### src/rtl/norm_iter.sv
// Iterative post-adder normaliser: corrects a one-bit carry overflow with a single
// right shift, or removes leading zeros one bit per cycle, with a valid/ready handshake.
module norm_iter #(
  parameter int MANT_W = 11,
  parameter int EXP_W  = 10
) (
  input  logic              clk,
  input  logic              rst,
  input  logic              in_valid,
  output logic              in_ready,
  input  logic [MANT_W-1:0] mantissa_i,
  input  logic [EXP_W-1:0]  exponent_i,
  output logic              out_valid,
  input  logic              out_ready,
  output logic [MANT_W-1:0] mantissa,
  output logic [EXP_W-1:0]  exponent,
  output logic              zero,
  output logic              ovf,
  output logic              uf
);

  typedef enum logic [1:0] {
    ST_IDLE = 2'd0,
    ST_NORM = 2'd1,
    ST_DONE = 2'd2
  } state_t;

  localparam logic [EXP_W-1:0]  EXP_MAX    = {EXP_W{1'b1}};
  localparam logic [EXP_W-1:0]  EXP_MAX_M1 = {{(EXP_W-1){1'b1}}, 1'b0};
  localparam logic [EXP_W-1:0]  EXP_ONE    = {{(EXP_W-1){1'b0}}, 1'b1};
  localparam logic [EXP_W-1:0]  EXP_ZERO   = {EXP_W{1'b0}};
  localparam logic [MANT_W-1:0] MANT_ZERO  = {MANT_W{1'b0}};

  state_t             state_q, state_d;
  logic [MANT_W-1:0]  m_q, m_d;
  logic [EXP_W-1:0]   e_q, e_d;
  logic [MANT_W-1:0]  mantissa_q, mantissa_d;
  logic [EXP_W-1:0]   exponent_q, exponent_d;
  logic               zero_q, zero_d;
  logic               ovf_q, ovf_d;
  logic               uf_q, uf_d;
  logic               in_ready_q, in_ready_d;
  logic               out_valid_q, out_valid_d;

  // Next-state, working-register and result computation.
  always_comb begin
    state_d     = state_q;
    m_d         = m_q;
    e_d         = e_q;
    mantissa_d  = mantissa_q;
    exponent_d  = exponent_q;
    zero_d      = zero_q;
    ovf_d       = ovf_q;
    uf_d        = uf_q;
    out_valid_d = 1'b0;

    case (state_q)
      ST_IDLE: begin
        if (in_valid) begin
          m_d     = mantissa_i;
          e_d     = exponent_i;
          zero_d  = 1'b0;
          ovf_d   = 1'b0;
          uf_d    = 1'b0;
          state_d = ST_NORM;
        end else begin
          state_d = ST_IDLE;
        end
      end

      ST_NORM: begin
        if (m_q == MANT_ZERO) begin
          mantissa_d = MANT_ZERO;
          exponent_d = EXP_ZERO;
          zero_d     = 1'b1;
          state_d    = ST_DONE;
        end else if (m_q[MANT_W-1] && (e_q >= EXP_MAX_M1)) begin
          // Incrementing would reach or pass EXP_MAX: saturate instead of wrapping.
          mantissa_d = MANT_ZERO;
          exponent_d = EXP_MAX;
          ovf_d      = 1'b1;
          state_d    = ST_DONE;
        end else if (m_q[MANT_W-1]) begin
          mantissa_d = m_q >> 1;
          exponent_d = e_q + EXP_ONE;
          state_d    = ST_DONE;
        end else if (m_q[MANT_W-2]) begin
          mantissa_d = m_q;
          exponent_d = e_q;
          state_d    = ST_DONE;
        end else if (e_q == EXP_ZERO) begin
          mantissa_d = m_q;
          exponent_d = EXP_ZERO;
          uf_d       = 1'b1;
          state_d    = ST_DONE;
        end else begin
          m_d     = m_q << 1;
          e_d     = e_q - EXP_ONE;
          state_d = ST_NORM;
        end
      end

      ST_DONE: begin
        // out_valid lags entry into DONE by one cycle; the result is retired only
        // once it has actually been presented.
        if (out_valid_q && out_ready) begin
          state_d     = ST_IDLE;
          out_valid_d = 1'b0;
        end else begin
          state_d     = ST_DONE;
          out_valid_d = 1'b1;
        end
      end

      default: begin
        state_d     = ST_IDLE;
        out_valid_d = 1'b0;
      end
    endcase

    in_ready_d = (state_d == ST_IDLE);
  end

  // State, working and output registers.
  always_ff @(posedge clk or posedge rst) begin
    if (rst) begin
      state_q     <= ST_IDLE;
      m_q         <= MANT_ZERO;
      e_q         <= EXP_ZERO;
      mantissa_q  <= MANT_ZERO;
      exponent_q  <= EXP_ZERO;
      zero_q      <= 1'b0;
      ovf_q       <= 1'b0;
      uf_q        <= 1'b0;
      in_ready_q  <= 1'b1;
      out_valid_q <= 1'b0;
    end else begin
      state_q     <= state_d;
      m_q         <= m_d;
      e_q         <= e_d;
      mantissa_q  <= mantissa_d;
      exponent_q  <= exponent_d;
      zero_q      <= zero_d;
      ovf_q       <= ovf_d;
      uf_q        <= uf_d;
      in_ready_q  <= in_ready_d;
      out_valid_q <= out_valid_d;
    end
  end

  assign in_ready  = in_ready_q;
  assign out_valid = out_valid_q;
  assign mantissa  = mantissa_q;
  assign exponent  = exponent_q;
  assign zero      = zero_q;
  assign ovf       = ovf_q;
  assign uf        = uf_q;

endmodule
### config.mk
export PLATFORM = sky130hd
export DESIGN_NAME = norm_iter
export DESIGN_NICKNAME = d
export VERILOG_FILES = /design/src/rtl/norm_iter.sv
export SDC_FILE = /design/constraint.sdc
export NUM_CORES = 1
export LEC_CHECK = 0
export CAP_MARGIN = 40
export CORE_ASPECT_RATIO = 1.1
export CORE_MARGIN = 4
export CORE_UTILIZATION = 30
export DETAILED_ROUTE_END_ITERATION = 16
export SYNTH_ARGS = -nofsm -noshare
export SYNTH_HDL_FRONTEND = slang
export SYNTH_SLANG_ARGS = --single-unit
### constraint.sdc
create_clock -name clk -period 2.44 [get_ports clk]
set_input_delay 0.366 -clock clk [delete_from_list [all_inputs] [get_ports clk]]
set_output_delay 0.366 -clock clk [all_outputs]
set_load 0.05 [all_outputs]
# == Word level (Yosys, flattened, before mapping) ==
# Index checks and enable logic that the tools add are counted.
# classes
n_addsub,2
n_lt_le_gt_ge,1
n_eq_ne,11
n_mux,46
reduce_logical,15
# ops
cell,n
two-way mux 10 bit,13
two-way mux 11 bit,9
case mux 11 bit (2 select lines),1
case mux 10 bit (2 select lines),1
"inequality test 2 bit, second input constant",9
AND reduction 7 bit,2
two-way mux 1 bit,12
two-way mux 2 bit,6
zero test 11 bit,1
"adder 10 x 1 -> 10 bit, second input constant",1
"greater-or-equal comparator 10 bit, second input constant",1
zero test 10 bit,1
"subtractor 10 x 1 -> 10 bit, second input constant",1
AND reduction 4 bit,2
case mux 1 bit (2 select lines),3
case mux 2 bit (3 select lines),1
AND reduction 5 bit,1
nonzero test 5 bit,1
zero test 2 bit,2
AND reduction 3 bit,1
"equality test 2 x 1 -> 1 bit, second input constant",1
"equality test 2 bit, second input constant",1
logical AND 1 bit,2
AND reduction 2 bit,1
nonzero test 2 bit,1
# totals
reg_bits,49
inputBits,25

# == Logic depth before layout (Yosys ltp) ==
# logic_depth
depth_word,8
depth_mapped,10

# == Worst setup path after synthesis ==
# OpenSTA, ideal clock, no wires.
# synth_path
kind,register to register
startpoint,reg e_q[0]
endpoint,reg m_q[1]
setup_time_ns,0.128
arrival_ns,2.339
required_ns,2.312
setup_slack_ns,-0.027
stages_incl_launch_ff,10
n_path_buf,2
period_less_slack_ns,2.467
cell_sequence,dfrtp_1 -> clkbuf_1 -> inv_1 -> ha_1 -> or4b_4 -> nor3_1 -> buf_2 -> nor3_1 -> a22o_1 -> mux2_1
# synth_via
elab_chain_cells,4
# synth_lines
item,line_no,text
from (decl),36,"logic [EXP_W-1:0] e_q, e_d;"
from (signal assigned),129,e_q <= EXP_ZERO;
from (signal assigned),140,e_q <= e_d;
greater-or-equal comparator 10 bit,77,end else if (m_q[MANT_W-1] && (e_q >= EXP_MAX_M1)) begin
logical AND 1 bit,77,
inequality test 2 bit (no source line),n/a,
AND reduction 7 bit (no source line) (*),n/a,
to (signal assigned),139,m_q <= m_d;
to (decl),35,"logic [MANT_W-1:0] m_q, m_d;"
# Mark *: on every way between the ends. The rest lies on a longest branch, timed or not.
# A chain may end at the register's enable or synchronous reset.

# == Worst setup path after layout ==
# layout_path
startpoint,reg e_q[1]
endpoint,"reg mantissa_q[7], in the netlist mantissa[7]"
# layout_via
elab_chain_cells,4
# layout_lines
item,line_no,text
greater-or-equal comparator 10 bit,77,
logical AND 1 bit,77,
nonzero test 5 bit (no source line) or two-way mux 11 bit (tied branches),n/a,
AND reduction 2 bit (no source line) or two-way mux 11 bit (tied branches),n/a,
to (signal assigned),141,mantissa_q <= mantissa_d;
to (decl),37,"logic [MANT_W-1:0] mantissa_q, mantissa_d;"
# Several ways; a longest one is shown, not always the timed one.

==> out/metrics.cfg <==
[routing]
ant_nets = 0
dr.pass1.iters = 5
avgViaCountPerCell = 5.14
drt_iter0_markers = 109
drc = 0
num_vias = 2445
wl_um = 7270
wl_per_cell_um = 15.3

[worst_setup_path]
crit_type = reg -> reg
cp_top_family = simple AND/OR/NAND/NOR gates
cp_slowest_cell = or4b_4
slowest_delay_ps = 480
cp.required_ps = 2680
worstPathCellList = inv_1 -> ha_2 -> or4b_4 -> o31a_1 -> a211o_1 -> or2_1 -> o21ai_1
reg2reg_slack_ps = 120
rr_startpoint = e_q[1]$_DFFE_PP0P_
worst-endpoint-arrival_ps = 2550
worstRegToRegCells = 7
end_kind = flop
r2r-end = mantissa[7]$_DFFE_PP0P_
crit_path_start_kind = flop
cp_max_fo = 9
path_buf_inv = 1

[clock_network]
clock_latency_ps = 310
cts_made_buffers = 5
cts.reportedPaths.clkPinSlew_ps = 100
post_cts_buffers = 0
cts_buffer_depth = 2
cts_tree = yes
h-tree-depth = 2
root_buffer = clkbuf_8
clock_sinks = 48

[floorplanning]
row_count = 35
design.core.area_um2 = 8540
num_io_pins = 51
die_w_um = 98.1
die_y_um = 107
design.die.area_um2 = 10500
initial_core_util_pct = 31.3

[pwr]
powerDensity_nw_per_um2 = 1450
vdd_drop_max_v = 0.000516
p_total_uw = 5130
p_leak_uw = 0.00151

[sta]
rsz0062_at_grt = true
fin_crit_sh_pct = 94.9
timing.fmax_ghz = 0.432
worst_pin_slew_ps = 941
layout_min_cycle_time_ps = 2320
drv_slew = 0
hold_violations = 0
setup_viol = 0
maxSlewHeadroom_pct = 36.8
finalClockSkew_ps = 11.4
whs_ps = 483

[synthesis]
syn_avg_cell_area_um2 = 8.92
ys_seq_area_share_pct = 44.9
synth_nets = 328
syn_area_um2 = 2680
syn_inst = 300
synth_seq_cells = 48
yosys_warnings = 0
synth_cell_types = 45

[finish]
fillCellCount = 853
nets = 392
num_antenna_cells = 0
synthToLayoutAreaGrowth_pct = 32.4
fin_util_pct = 41.5
final_cell_mix = clkdlybuf4s50_1, dfrtp_1, nand2_1, buf_4, a21oi_1
drive_gt1_share_pct = 15.9
layout_commonest_cell = clkdlybuf4s50_1

[grt]
grt_overflow = 0
antenna_found_initial = 0
grt_max_degree = 49
grt_use_total_pct = 14.1
grt_pass1_vias = 2354
grt_pass1_wl_um = 12100

[flow_run]
drv_cap = 0

[place]
hpwl_um = 5340
place_congestion = 0.831
portBuffers = 49

[status]
status = finished, final reports clean

[worst_hold_path]
holdCritPathClass = reg -> reg
whs_path_depth = 2
hold_end = exponent[7]$_DFFE_PP0P_
worstHoldStart = exponent[7]$_DFFE_PP0P_

-- Yosys cell counts (all sizes together) --
cell type  instances  area [um2]
nor2b              3        18.8
ha                 3        37.5
o21bai             1        7.51
mux2i             12         120
conb               1        3.75
inv                9        33.8
and4               1        8.76
a211o              1        8.76
clkbuf            17        63.8
nand3              7        35.0
nor3               7        35.0
o22a               1        8.76
o21ai             36         180
or2                2        12.5
and2               1        6.26
mux2               9         101
nor4b              3        26.3
nand2             33         124
o31ai              6        45.0
nor2              18        67.6
a22o               9        78.8
dfstp              1        26.3
or4b               1        13.8
nand2b             2        12.5
a211oi             2        15.0
a21oi             27         135
a31oi              5        31.3
o22ai              2        12.5
and3               3        18.8
dfrtp             47        1180
buf                8        55.1
nand4              8        50.1
o31a               1        8.76
nor4               4        25.0
a41oi              3        26.3
a21boi             2        15.0
or3b               1        8.76
a21o               2        15.0
or4                1        7.51
-- metrics by stage --
step                      cells  setup TNS (ps)  setup WS (ps)  area [um2]
after floorplan             300               0           21.1        2680
after global placement      468               0           16.5        3440
after detailed placement    468            -293          -41.1        3440
after CTS                   476               0           43.4        3540
after global routing        476           -5.72          -5.72        3540
final                       476               0            124        3540
-- registers in the layout, summed over array words and instances (netlist names), 2 cells and up --
signal	flops
m_q	11
e_q	10
exponent	10
mantissa	10
state_q	2
-- metal layers --
layer	up-vias	routed length, um	GRT usage (%)
met5	-	0	0
met4	0	102	4.55
met3	7	369	2.15
met2	76	3450	23.2
met1	1144	3340	19.1
li1	1218	-	-
-- final cells by class --
type	count	area [um2]	area share [%]
Clock inverter	2	13.8	0.388
Inverter	9	33.8	0.953
Multi-Input combinational cell	218	1330	37.6
Sequential cell	48	1200	33.9
Tap cell	111	139	3.92
Clock buffer	6	82.6	2.33
Timing Repair Buffer	82	738	20.8
-- where the power goes --
group / internal (uW) / total (uW) / switching (uW)
Combinational: 1260 / 3170 / 1910
Clock: 232 / 510 / 278
Sequential: 1170 / 1450 / 281
Total: 2660 / 5130 / 2470
-- worst reg2reg max path, delay by kind of cell, from the launching register on --
family / cells / cell delay, ps
flip-flops: 1 / 390
buffers and inverters: 1 / 100
AND/OR/NAND/NOR: 2 / 830
AO/OA/AOI/OAI: 3 / 740
adder cells (fa/ha/maj): 1 / 190
-- cell families (layout without fill, tap and decap cells) --
group / after synthesis / in the layout / synth area share (%)
fa+ha+maj: 3 / 3 / 1.40
simple gates: 95 / 95 / 17.6
compound gates: 98 / 98 / 22.0
mux: 21 / 21 / 8.28
buf+inv: 34 / 99 / 5.70
other cells: 1 / 1 / 0.140
flops: 48 / 48 / 44.9
-- worst max path at each step --
stage	from	to	cells after the start
finish	e_q[1]$_DFFE_PP0P_	mantissa[7]$_DFFE_PP0P_	7
global route	e_q[1]$_DFFE_PP0P_	e_q[1]$_DFFE_PP0P_	10
CTS	e_q[1]$_DFFE_PP0P_	mantissa[0]$_DFFE_PP0P_	7
detailed placement	in_valid	m_q[3]$_DFFE_PP0P_	7
global placement	in_valid	m_q[3]$_DFFE_PP0P_	7
floorplan	e_q[1]$_DFFE_PP0P_	m_q[1]$_DFFE_PP0P_	9
-- what timing repair did --
| item | 4_1_cts | 5_1_grt |
|---|---|---|
| endpoints found under the hold margin | 0 | 0 |
| hold buffers | 0 | 0 |
| endpoints found under the setup margin | 0 | 27 |
| resized for setup | 0 | 2 |
(Power assumes the default switching activity.)
